### config.mk
export PLATFORM = sky130hd
export DESIGN_NAME = ifu
export DESIGN_NICKNAME = d
export VERILOG_FILES = /design/src/rtl/ifu.sv
export SDC_FILE = /design/constraint.sdc
export NUM_CORES = 1
export LEC_CHECK = 0
export CAP_MARGIN = 30
export CORE_MARGIN = 10
export CORE_UTILIZATION = 26
export DETAILED_ROUTE_END_ITERATION = 8
export GPL_TIMING_DRIVEN = 0
export PLACE_DENSITY = 0.51
export SYNTH_ARGS = -nofsm -noshare
export SYNTH_HDL_FRONTEND = slang
export SYNTH_SLANG_ARGS = --single-unit
### constraint.sdc
create_clock -name clk -period 4.3 [get_ports clk]
set_input_delay 0.645 -clock clk [delete_from_list [all_inputs] [get_ports clk]]
set_output_delay 0.645 -clock clk [all_outputs]
set_load 0.03 [all_outputs]
### src/rtl/ifu.sv
// Instruction fetch unit: owns the fetch PC, issues single-outstanding
// AXI4-Lite reads and hands instructions to decode over valid/ready.
module ifu #(
    parameter logic [31:0] RESET_PC = 32'h8000_0000
) (
    input  logic        clk,
    input  logic        rst_n,
    output logic [31:0] araddr,
    output logic        arvalid,
    input  logic        arready,
    input  logic [31:0] rdata,
    input  logic [1:0]  rresp,
    input  logic        rvalid,
    output logic        rready,
    output logic [31:0] inst_out_ifu,
    output logic [31:0] pc_out_ifu,
    output logic        is_req_valid_to_idu,
    input  logic        is_req_ready_from_idu,
    input  logic        redirect_valid,
    input  logic [31:0] redirect_pc,
    output logic        fetch_error
);

    typedef enum logic [1:0] {
        IDLE,
        AR,
        R,
        HOLD
    } state_e;

    state_e      state_q, state_d;
    logic [31:0] fetch_pc_q, fetch_pc_d;
    logic [31:0] inst_q, inst_d;
    logic [31:0] target_pc_q, target_pc_d;
    logic        kill_q, kill_d;
    logic        err_q, err_d;
    logic [31:0] redir_pc;

    assign redir_pc = redirect_pc & 32'hFFFF_FFFC;

    assign arvalid             = (state_q == AR);
    assign rready              = (state_q == R);
    assign is_req_valid_to_idu = (state_q == HOLD) && !redirect_valid;
    assign araddr              = fetch_pc_q;
    assign pc_out_ifu          = fetch_pc_q;
    assign inst_out_ifu        = inst_q;
    assign fetch_error         = err_q;

    always_comb begin
        state_d     = state_q;
        fetch_pc_d  = fetch_pc_q;
        inst_d      = inst_q;
        target_pc_d = target_pc_q;
        kill_d      = kill_q;
        err_d       = err_q;
        unique case (state_q)
            IDLE: begin
                state_d = AR;
                if (redirect_valid) begin
                    fetch_pc_d = redir_pc;
                end
            end
            AR: begin
                if (arready) begin
                    state_d = R;
                end
                // address must stay stable on the bus; remember the target
                if (redirect_valid) begin
                    target_pc_d = redir_pc;
                    kill_d      = 1'b1;
                end
            end
            R: begin
                if (rvalid) begin
                    if (rresp != 2'b00) begin
                        err_d = 1'b1;
                    end
                    if (kill_q || redirect_valid) begin
                        fetch_pc_d = redirect_valid ? redir_pc : target_pc_q;
                        kill_d     = 1'b0;
                        state_d    = AR;
                    end else begin
                        inst_d  = rdata;
                        state_d = HOLD;
                    end
                end else if (redirect_valid) begin
                    target_pc_d = redir_pc;
                    kill_d      = 1'b1;
                end
            end
            HOLD: begin
                if (redirect_valid) begin
                    fetch_pc_d = redir_pc;
                    state_d    = AR;
                end else if (is_req_ready_from_idu) begin
                    fetch_pc_d = fetch_pc_q + 32'd4;
                    state_d    = AR;
                end
            end
            default: state_d = IDLE;
        endcase
    end

    always_ff @(posedge clk or negedge rst_n) begin
        if (!rst_n) begin
            state_q     <= IDLE;
            fetch_pc_q  <= RESET_PC;
            inst_q      <= 32'd0;
            target_pc_q <= 32'd0;
            kill_q      <= 1'b0;
            err_q       <= 1'b0;
        end else begin
            state_q     <= state_d;
            fetch_pc_q  <= fetch_pc_d;
            inst_q      <= inst_d;
            target_pc_q <= target_pc_d;
            kill_q      <= kill_d;
            err_q       <= err_d;
        end
    end

endmodule

Word level (Yosys, flattened, before mapping). Cells that the tools add are included.

Muxes and demuxes: 19. Reduce and logical (&&, ||, !) cells: 13. $add $sub $neg: 1. Bitwise logic cells: 1. Equality and inequality tests: 10.

Operators with widths (count): $mux W32 (7); $pmux W32 S3 (1); $pmux W32 S2 (1); $add A32 B3 Y32 const B (1); $mux W2 (5); $reduce_and A3 Y1 (3); $pmux W2 S4 (1); $ne A2 B2 Y1 const B (3); $reduce_and A5 Y1 (1); $eq A2 B2 Y1 const B (2); $ne A2 B1 Y1 const B (2); $reduce_and A2 Y1 (2); $reduce_bool A2 Y1 (2); $mux W1 (3); $ne A3 B2 Y1 const B (1); $ne A3 B3 Y1 const B (1); $reduce_bool A3 Y1 (1); $eq A2 B1 Y1 const B (1); $logic_not A2 Y1 (1); $pmux W1 S2 (1); $logic_and A1 B1 Y1 (1); $logic_not A1 Y1 (1); $logic_or A1 B1 Y1 (1); $not A1 Y1 (1).

Flip-flop bits (word level): 100. Word-level logic and storage cells: 50.

Logic depth before layout (Yosys ltp).
Depth in word-level cells: 4. Mapped depth: 10.

Worst setup path before layout. No wires, ideal clock.

Path kind: register to register. Start point: reg state_q[0]. End point: reg inst_q[10], in the netlist inst_out_ifu[10]. Setup slack: 1.838 ns. Cell stages (with the launch flop): 10. Arrival time: 2.337 ns. Setup time: 0.125 ns. Cells stage by stage: dfrtp_1 > inv_1 > ha_1 > buf_2 > inv_1 > nor3_2 > and2_1 > clkbuf_1 > buf_4 > mux2_2.

Word-level cells in the longest chain between the ends: 2.

RTL lines: from (decl) (line 31) `state_e state_q, state_d;`; from (signal assigned) (line 113) `state_q <= state_d;`; $eq A2 B2 Y1; net rready (line 14) `output logic rready,`; $reduce_and A3 Y1 (no source line); to (signal assigned) (line 115) `inst_q <= inst_d;`; to (decl) (line 33) `logic [31:0] inst_q, inst_d;`.

The timed path passes the listed nets, and every way through them passes these cells. A chain may end at the register's enable or synchronous reset.

Worst setup path in the final report.
Start point: in redirect_valid. End point: out is_req_valid_to_idu.

Word-level cells in the longest chain between the ends: 2.

RTL lines: from (decl) (line 19) `input logic redirect_valid,`; $logic_not A1 Y1 (line 43) `assign is_req_valid_to_idu = (state_q == HOLD) && !redirect_valid;`; $logic_and A1 B1 Y1 (line 43); to (decl) (line 17) `output logic is_req_valid_to_idu,`.

Every way passes these cells.

==> reports/metrics.yaml <==
sta:
  hold_viol_final: 0
  setup_viol: 0
  final.period_utilization_pct: 83.4
  worstMarginPinSlew_ps: 822
  fin_skew_ps: 10.8
  layout_min_cycle_time_ps: 3590
  drv_slew: 0
  grt_setup_unrepaired: "no"
  max_freq_ghz: 0.279
  relSlewSlack_pct: 44.8
floorplanning:
  initial_utilization_pct: 26.5
  die_h_um: 161
  dieWidth_um: 161
  dieArea_um2: 26000
  rows: 51
  core-area_um2: 19600
  ioPinCount: 172
critical_path:
  worstPathRequired_ps: 3650
  crit_type: "input pin to primary output"
  end_kind: "primary output"
  crit_fanout: 10
  critPathLaunchType: "input pin"
  cp.arrival_ps: 2940
synth:
  ys_warn_count: 0
  ys_types: 53
  synthesis.area_um2: 5200
  ys_ff_latch: 100
  synthArstFlopShare_pct: 100
  synthFlopType: "dfrtp_1"
  synthTopCellsByArea: "dfrtp_1 48%, mux2_2 13%, buf_4 5.3%, a22o_1 2.5%, o21ai_1 2.2%"
  synth_top_cell_area_share_pct: 47.7
  syn_avg_cell_area_um2: 11.0
  yosys.area.top_type: "dfrtp_1"
  synth_common_cells: "99 x dfrtp_1, 62 x mux2_2, 37 x buf_4, 23 x o21ai_1"
  synth_fp_nets: 549
  synth-seq-area-share_pct: 48.2
  synth.most_common_cell: "dfrtp_1"
  synth_edf_count: 0
  syn_inst: 471
placement:
  dp_hpwl_um: 13200
  dpl.cell_count: 906
  port_buffers: 169
  postPlaceCellArea_um2: 7250
  place.gp.congestion: 0.883
cts:
  htree_levels: 3
  root_buffer: "clkbuf_16"
  cts_tree: "built"
  cts_buffers: 9
  cts_hold_buf: 0
  cts_sinks: 100
  cts_buffer_depth: 2
  ctsResizeCount: 0
  worst_skew_pair.late_latency_ps: 350
  post_cts_buffers: 0
  clkTransAtPathRegs_ps: 60
routing:
  via_per_inst: 4.89
  drc: 0
  wl_per_cell_um: 19.2
  wl_um: 17600
  dr.pass1.iters: 5
  final_antenna_net_count: 0
  drtIter0Drc: 250
  num_vias: 4495
flow_run:
  maxCapViolations: 0
grt:
  grtUsageTotal_pct: 13.5
  antenna_found_initial: 3
  grt-ovfl-total: 0
  grt_pass1_wl_um: 28300
  grt_max_degree: 68
  grt_pass1_vias: 4901
final_layout:
  nNetsFinal: 730
  antenna_cells: 0
  postLayoutCellArea_um2: 7520
  fin_cells: 920
  syn2layout_area_growth_pct: 44.7
  drive_gt1_share_pct: 20.8
  nFillCells: 1957
run_status:
  status: "complete, no violations"
worst_hold_path:
  hp-class: "input pin to async pin"
power_and_ir_drop:
  leakagePower_uw: 0.00315
  irDropWorstVdd_v: 0.000286
  power_density_nw_per_um2: 779
==> report_power, final <==
part	switching, uW	internal, uW	leakage [uW]
registers	407	1360	0.00124
logic	1800	1500	0.00177
clock network	348	444	0.000135
==> final cells by class <==
| class | count | area, um2 | area share [%] |
|---|---|---|---|
| Sequential cell | 100 | 2500 | 33.3 |
| Multi-Input combinational cell | 291 | 2220 | 29.5 |
| Timing Repair Buffer | 170 | 1720 | 22.8 |
| Buffer | 65 | 419 | 5.57 |
| Tap cell | 265 | 332 | 4.41 |
| Clock buffer | 11 | 233 | 3.10 |
| Inverter | 15 | 56.3 | 0.749 |
| Clock inverter | 3 | 40.0 | 0.533 |
==> registers in the layout, summed over array words and instances (netlist names) <==
signal        count
target_pc_q      32
kill_q            1
araddr           32
state_q           2
inst_out_ifu     32
fetch_error       1
==> per-layer routing <==
metal / global-route usage (%) / wire length, um / share of wire (%)
met1: 15.8 / 7280 / 41
met2: 22.0 / 8350 / 47
met3: 6.71 / 1800 / 10
met4: 2.98 / 174 / 0.99
met5: 0 / 27 / 0.15
==> logic make-up (layout without fill, tap and decap cells) <==
kind of cell | Yosys count | in the layout | share of synthesized area, %
multiplexers | 64 | 64 | 13.8
AO/OA/AOI/OAI | 137 | 137 | 18.2
adder cells (fa/ha/maj) | 6 | 6 | 1.44
AND/OR/NAND/NOR | 84 | 84 | 9.22
flip-flops | 100 | 100 | 48.2
buffers and inverters | 80 | 264 | 9.15
==> worst max-delay path, stage by stage <==
cell and delay (ps):
clkdlybuf4s50_1 450, nand2b_1 160, buf_4 170, inv_1 90
clkbuf_1 590, clkdlybuf4s50_1 810
==> worst paths after layout <==
| check | from | depth (start not counted) | endpoint | slack [ps] |
|---|---|---|---|---|
| worst max-delay path | redirect_valid | 6 | is_req_valid_to_idu | 710 |
| worst min-delay path | rst_n | 1 | inst_out_ifu[13] | 240 |
| worst max register to register | state_q[0] | 9 | araddr[27] | 1580 |
| worst min register to register | target_pc_q[1] | 1 | target_pc_q[1] | 500 |
| max in group asynchronous | rst_n | 2 | araddr[5] | 3340 |
| min in group clk | target_pc_q[1] | 1 | target_pc_q[1] | 500 |
==> cell usage in the layout, fill, tap and decap left out, types with 18 or more instances in the layout <==
cell type,Yosys,layout
clkdlybuf4s50_1,0,168
dfrtp_1,99,99
mux2_2,62,62
buf_4,37,38
o21ai_1,23,23
clkbuf_1,19,21
nand2_1,19,19
nor2_1,18,18
o21ai_0,18,18
==> through the flow <==
| step | setup TNS (ps) | util (%) | total power [uW] | hold WS [ps] | worst slack [ps] |
|---|---|---|---|---|---|
| final | 0 | 38.4 | 5860 | 242 | 715 |
| after floorplan | 0 | - | 3750 | 349 | 1840 |
| after global routing | 0 | 38.4 | 6230 | 260 | 605 |
| after global placement | -142430 | 36.9 | 5050 | 469 | -1450 |
| after CTS | 0 | 38.4 | 5920 | 256 | 714 |
| after detailed placement | 0 | 37.0 | 5100 | 480 | 717 |
No activity file was read; power rests on OpenSTA's default activity.
